<file path="src/rtl/systolic_seq_ctrl.sv">
// Sequencer for an ARRAY_SIZE x ARRAY_SIZE weight-stationary systolic tile: load -> flush -> capture -> drain.
// Optional busy-cycle counter output perf_cycles when SYS_CTRL_PERF_EN is defined.
module systolic_seq_ctrl #(
  parameter int ARRAY_SIZE   = 8,
  parameter int FLUSH_CYCLES = 15
) (
  input  logic                          clk,
  input  logic                          rst_n,
  input  logic                          start,
  input  logic                          in_valid,
  output logic                          in_ready,
  output logic                          out_valid,
  input  logic                          out_ready,
  output logic                          busy,
  output logic                          done,
  output logic                          arr_enable,
  output logic                          arr_in_write,
  output logic [$clog2(ARRAY_SIZE)-1:0] arr_row_ptr,
  output logic                          arr_out_write,
  output logic                          arr_out_read,
`ifdef SYS_CTRL_PERF_EN
  output logic [31:0]                   perf_cycles,
`endif
  output logic [2:0]                    dbg_state
);

  localparam int CW = $clog2(ARRAY_SIZE);
  localparam int FW = (FLUSH_CYCLES > 1) ? $clog2(FLUSH_CYCLES) : 1;
  localparam logic [CW-1:0] CNT_LAST  = CW'(ARRAY_SIZE - 1);
  localparam logic [FW-1:0] FCNT_LAST = FW'(FLUSH_CYCLES - 1);

  typedef enum logic [2:0] {
    S_IDLE    = 3'd0,
    S_LOAD    = 3'd1,
    S_FLUSH   = 3'd2,
    S_CAPTURE = 3'd3,
    S_DRAIN   = 3'd4
  } state_t;

  state_t        r_state, w_state_nxt;
  logic [CW-1:0] r_cnt, w_cnt_nxt;
  logic [FW-1:0] r_fcnt, w_fcnt_nxt;

  // Handshakes: a row moves on a cycle where valid and ready are both high; the
  // tile strobes for that row are asserted combinationally in the same cycle.
  always_ff @(posedge clk or negedge rst_n) begin
    if (!rst_n) begin
      r_state <= S_IDLE;
      r_cnt   <= '0;
      r_fcnt  <= '0;
    end else begin
      r_state <= w_state_nxt;
      r_cnt   <= w_cnt_nxt;
      r_fcnt  <= w_fcnt_nxt;
    end
  end

  always_comb begin
    w_state_nxt   = r_state;
    w_cnt_nxt     = r_cnt;
    w_fcnt_nxt    = r_fcnt;
    in_ready      = 1'b0;
    out_valid     = 1'b0;
    done          = 1'b0;
    arr_enable    = 1'b0;
    arr_in_write  = 1'b0;
    arr_out_write = 1'b0;
    arr_out_read  = 1'b0;
    unique case (r_state)
      S_IDLE: begin
        if (start) begin
          w_state_nxt = S_LOAD;
          w_cnt_nxt   = '0;
        end
      end
      S_LOAD: begin
        in_ready     = 1'b1;
        arr_in_write = in_valid;
        arr_enable   = in_valid;
        if (in_valid) begin
          if (r_cnt == CNT_LAST) begin
            w_cnt_nxt   = '0;
            w_state_nxt = S_FLUSH;
          end else begin
            w_cnt_nxt = r_cnt + CW'(1);
          end
        end
      end
      S_FLUSH: begin
        arr_enable = 1'b1;
        if (r_fcnt == FCNT_LAST) begin
          w_fcnt_nxt  = '0;
          w_state_nxt = S_CAPTURE;
        end else begin
          w_fcnt_nxt = r_fcnt + FW'(1);
        end
      end
      S_CAPTURE: begin
        arr_enable    = 1'b1;
        arr_out_write = 1'b1;
        if (r_cnt == CNT_LAST) begin
          w_cnt_nxt   = '0;
          w_state_nxt = S_DRAIN;
        end else begin
          w_cnt_nxt = r_cnt + CW'(1);
        end
      end
      S_DRAIN: begin
        out_valid    = 1'b1;
        arr_out_read = out_ready;
        arr_enable   = out_ready;
        if (out_ready) begin
          if (r_cnt == CNT_LAST) begin
            done        = 1'b1;
            w_cnt_nxt   = '0;
            w_state_nxt = S_IDLE;
          end else begin
            w_cnt_nxt = r_cnt + CW'(1);
          end
        end
      end
      default: begin
        w_state_nxt = S_IDLE;
        w_cnt_nxt   = '0;
        w_fcnt_nxt  = '0;
      end
    endcase
  end

  // cnt returns to 0 on every state exit, so the row pointer idles at 0.
  assign arr_row_ptr = r_cnt;
  assign busy        = (r_state != S_IDLE);
  assign dbg_state   = r_state;

`ifdef SYS_CTRL_PERF_EN
  logic [31:0] r_perf;
  always_ff @(posedge clk or negedge rst_n) begin
    if (!rst_n) begin
      r_perf <= '0;
    end else if ((r_state == S_IDLE) && start) begin
      r_perf <= '0;
    end else if (busy && (r_perf != 32'hFFFF_FFFF)) begin
      r_perf <= r_perf + 32'd1;
    end
  end
  assign perf_cycles = r_perf;
`endif

endmodule
</file>
<file path="config.mk">
export PLATFORM = sky130hd
export DESIGN_NAME = systolic_seq_ctrl
export DESIGN_NICKNAME = d
export VERILOG_FILES = /design/src/rtl/systolic_seq_ctrl.sv
export SDC_FILE = /design/constraint.sdc
export NUM_CORES = 1
export LEC_CHECK = 0
export ABC_AREA = 1
export CAP_MARGIN = 20
export CORE_MARGIN = 1
export CORE_UTILIZATION = 35
export DETAILED_ROUTE_END_ITERATION = 12
export DONT_BUFFER_PORTS = 1
export PLACE_DENSITY = 0.52
export SLEW_MARGIN = 0
export SYNTH_ARGS = -nofsm -noshare
export SYNTH_HDL_FRONTEND = slang
export SYNTH_SLANG_ARGS = --single-unit
</file>
<file path="constraint.sdc">
create_clock -name clk -period 1.25 [get_ports clk]
set_clock_uncertainty 0.05 [all_clocks]
set_input_delay 0.125 -clock clk [delete_from_list [all_inputs] [get_ports clk]]
set_output_delay 0.125 -clock clk [all_outputs]
set_load 0.02 [all_outputs]
</file>
# [Word-level counts from Yosys, hierarchy flattened]
# Index checks and enable logic that the tools add are counted.
[word_totals] regBits=10 inputBits=5 elab_cells=49
[classes] add_sub_neg=2 n_eq_ne=13 muxes=24 bitwise_logic=1 n_reduce_logical=6
[op_table] operator="3-bit two-way mux" n=11
[op_table] operator="3-bit case mux with 5 select lines" n=2
[op_table] operator="2-bit != test (second input constant)" n=7
[op_table] operator="1-bit two-way mux" n=8
[op_table] operator="4-bit case mux with 2 select lines" n=1
[op_table] operator="7-bit AND reduction" n=1
[op_table] operator="3-bit by 2-bit equality test with 1-bit output (second input constant)" n=2
[op_table] operator="3-bit equality test (second input constant)" n=2
[op_table] operator="4-bit by 1-bit adder with 4-bit output (second input constant)" n=1
[op_table] operator="4-bit equality test (second input constant)" n=1
[op_table] operator="4-bit two-way mux" n=1
[op_table] operator="4-bit AND reduction" n=1
[op_table] operator="4-bit OR reduction" n=1
[op_table] operator="3-bit by 1-bit adder with 3-bit output (second input constant)" n=1
[op_table] operator="3-bit by 1-bit equality test with 1-bit output (second input constant)" n=1
[op_table] operator="3-bit logical NOT" n=1
[op_table] operator="1-bit case mux with 3 select lines" n=1
[op_table] operator="3-bit nonzero test" n=1
[op_table] operator="2-bit OR reduction" n=1
[op_table] operator="1-bit NOT" n=1

# [Logic depth before layout (Yosys ltp)]
[depth] depth_word=4 mapped_depth=9 ltp_nobuf=9

# [Worst setup path after synthesis]
# Ideal clock, no wire load.
[synth_path] kind="flip-flop to output port" from="reg r_state[2], in the netlist dbg_state[2]" to="out done" arrival_ns=1.611 required_ns=1.075 path_slack_ns=-0.536 stages_incl_launch_ff=7 cell_sequence="dfrtp_1 > inv_2 > nor2_2 > inv_1 > nor2_2 > inv_2 > nor2_1"
[synth_via] elab_chain_cells=2
[synth_lines] item="start, declared" line_no="40" source="state_t r_state, w_state_nxt;"
[synth_lines] item="start signal, assigned" line_no="52" source="r_state <= w_state_nxt;"
[synth_lines] item="3-bit equality test" line_no="69" source="unique case (r_state)"
[synth_lines] item="1-bit two-way mux" line_no="69"
[synth_lines] item="end, declared" line_no="15" source="output logic done,"
# Every way passes these cells.

# [Final worst setup path]
[layout_path] from="reg r_state[0], in the netlist dbg_state[0]" to="out done"
# Same word-level chain as after synthesis.

==> results <==
-- sequential cells by signal, indices dropped and copies added (netlist names) --
register     flops
r_fcnt           4
arr_row_ptr      3
dbg_state        3
-- cells in the final DEF (no fill, tap or decap) --
cell            n
dfrtp_2         5
inv_2           6
buf_4          21
nor3_1          1
nand3_2         1
nand2_1        23
inv_6           1
nand2_4         1
nor2_2          4
dlygate4sd3_1   1
and2_2          1
inv_1           7
nand3_4         2
buf_6           8
ha_4            3
a21oi_2         2
a21oi_1         1
nor2_4          8
o21ai_2         1
clkbuf_8        1
nand2_2        10
nor2_1          8
clkbuf_4        3
dfrtp_1         5
o21ai_0         2
inv_4           1
nand3_1         7
ha_1            2
-- final timing paths --
check	from	slack, ps	depth (start not counted)	end
setup / recovery	dbg_state[0]$_DFFE_PN0P_	-230	7	done
hold / removal	start	140	4	dbg_state[1]$_DFFE_PN0P_
setup reg to reg	dbg_state[0]$_DFFE_PN0P_	-180	10	dbg_state[2]$_DFFE_PN0P_
hold reg to reg	r_fcnt[2]$_DFFE_PN0N_	440	1	r_fcnt[2]$_DFFE_PN0N_
max in group asynchronous	rst_n	600	1	dbg_state[2]$_DFFE_PN0P_
min in group asynchronous	rst_n	190	1	r_fcnt[0]$_DFFE_PN0N_
-- per-stage QoR --
| step | util (%) | std cells | instance area (um^2) | setup slack, ps |
|---|---|---|---|---|
| 2_1_floorplan | - | 102 | 793.3 | -192.7 |
| 3_3_place_gp | 53.95 | 148 | 982.2 | -75.81 |
| 3_5_place_dp | 53.95 | 148 | 982.2 | -89.27 |
| 4_1_cts | 63.23 | 161 | 1151 | -261.3 |
| 5_1_grt | 65.09 | 161 | 1185 | -293.0 |
| 6_report | 65.09 | 161 | 1185 | -228.6 |
-- timing repair --
item                       4_1_cts  5_1_grt
hold buffers                     1        0
resized for setup               20        7
buffers inserted                 8        0
setup endpoints to repair       17       18
hold endpoints to repair        10        0
pin swaps                       12        9
-- synth_stat cells --
master   number
a21oi_1       3
and2_2        1
dfrtp_1      10
ha_1          5
inv_1        12
inv_2         3
nand2_1      28
nand2_2       6
nand3_1       9
nand3_2       1
nor2_1       12
nor2_2        6
nor2_4        2
nor3_1        1
o21ai_0       3
-- where the power goes --
| part | switching, W | total (W) | internal, W |
|---|---|---|---|
| Clock | 0.000125 | 0.000302 | 0.000177 |
| Combinational | 0.00125 | 0.00222 | 0.000968 |
| Sequential | 0.000118 | 0.000566 | 0.000447 |
-- cells by family after synthesis --
kind of cell,Yosys count
and+or+nand+nor,66
DFF,10
AOI/OAI and AO/OA,6
buffers and inverters,15
adders and majority gates,5
-- area by class of cell --
| cell class | count | area (um^2) | area share, % |
|---|---|---|---|
| Tap cell | 25 | 31.28 | 2.640 |
| Multi-Input combinational cell | 77 | 539.3 | 45.51 |
| Inverter | 15 | 63.81 | 5.385 |
| Sequential cell | 10 | 256.5 | 21.65 |
| Clock buffer | 4 | 36.28 | 3.062 |
| Timing Repair Buffer | 30 | 257.7 | 21.75 |
-- critical path, delay by kind of cell, from the launching register on --
kind | cells | cell delay, ps
flops | 1 | 430
simple gates | 4 | 400
buf+inv | 3 | 200
-- routing by layer --
layer / share of wire, % / track usage (%) / vias to the layer above
li1: - / - / 381
met1: 44 / 23.65 / 342
met2: 51 / 35.00 / 21
met3: 3.8 / 3.077 / 4
met4: 1.3 / 11.43 / 0
met5: 0 / 0 / -
==> flow_summary.yaml <==
yosys:
  synth_top_area_share_pct: 35.03
  synth_fp_nets: 112
  synth-compound-area-share_pct: 4.203
  avgSynthCellArea_um2: 7.004
  synthAdderAreaFrac_pct: 8.757
  postSynthRegisterBits: 10
  ys_types: 15
  synth-simple-area-share_pct: 44.13
  synth_area_leader_cell: "dfrtp_1"
  synthXorXnorAreaFrac_pct: 0
  yosys_warnings: 0
  seq_area_frac_synth_pct: 35.03
  yosys-top-cells-area: "dfrtp_1 (35%), nand2_1 (15%), ha_1 (8.8%)"
  yosys-mux-area-fraction_pct: 0
  syn_inst: 102
  synth_top_family_by_area: "simple AND/OR/NAND/NOR gates"
  synth_area_um2: 714.4
worst_setup_path:
  critPathMaxFanout: 3
  startpoint_type: "flip-flop"
  cp_cell_sequence: "inv_2 -> nand2_2 -> nor2_4 -> inv_2 -> nor2_4 -> inv_2 -> nor2_4"
  arrival_ps: 1300
  cp-end-kind: "output port"
  cpMaxStageDelayCell: "dfrtp_2"
  cp.required_ps: 1080
  crit_type: "flip-flop to output port"
  max_stage_delay_ps: 430
finish:
  fill_cells: 156
  final_net_count: 147
  area_growth_syn_to_layout_pct: 65.85
  drive_above_1_share_pct: 58.09
  antenna_cells: 0
timing:
  fin_crit_ps: 1479
  fmaxAchievable_ghz: 0.6763
  slew_headroom_pct: 68.07
  setup-violations-final: 16
  drv_slew: 0
  hold_violations: 0
  setup_tns_ps: -2329
  period_share_pct: 118.3
  setup_slack_ps: -228.6
  rsz0062_at_grt: "true"
  hold_slack_ps: 143.1
  tightest_slew_ps: 477.4
placed_design:
  dp_hpwl_um: 1360
  io_buffers: 0
  gp_congestion: 0.8413
run_status:
  violations: "negative setup slack"
  status: "finished with violations"
power_and_ir_drop:
  power_density_mw_per_mm2: 2607
  ir_drop_mv: 1.469
  leakagePower_nw: 0.5741
  power_w: 0.003089
global_routing:
  antenna_found_initial: 0
  grt_pass1_wl_um: 3022
  grt_overflow_total: 0
  grt_use_total_pct: 20.21
  grt_max_degree: 11
  grt_pass1_vias: 717
floorplanning:
  pin_count: 19
  die_x_um: 47.18
  initial_core_util_pct: 39.24
  rows: 15
  die_y_um: 47.18
  die_area_mm2: 0.002226
  fp.coreArea_mm2: 0.001821
routing:
  drc: 0
  antenna_left: 0
  vias: 748
  vias_per_cell: 4.646
  drt_iter0_drc: 9
  wl_per_cell_um: 12.09
  drt-pass1-iter-count: 4
  finalWirelength_um: 1946
clock_network:
  clk_pin_slew_ps: 70
  numCtsBuffers: 3
  cts-htree-levels: 1
  cts_tree: "done"
  clock_latency_ps: 270
  cts_sinks: 10
  clockBufferDepth: 2
  cts_root_buf: "clkbuf_4"
job:
  maxCapViolCount: 0
worst_hold_path:
  hp-class: "input port to flip-flop"
(Power assumes the default switching activity.)
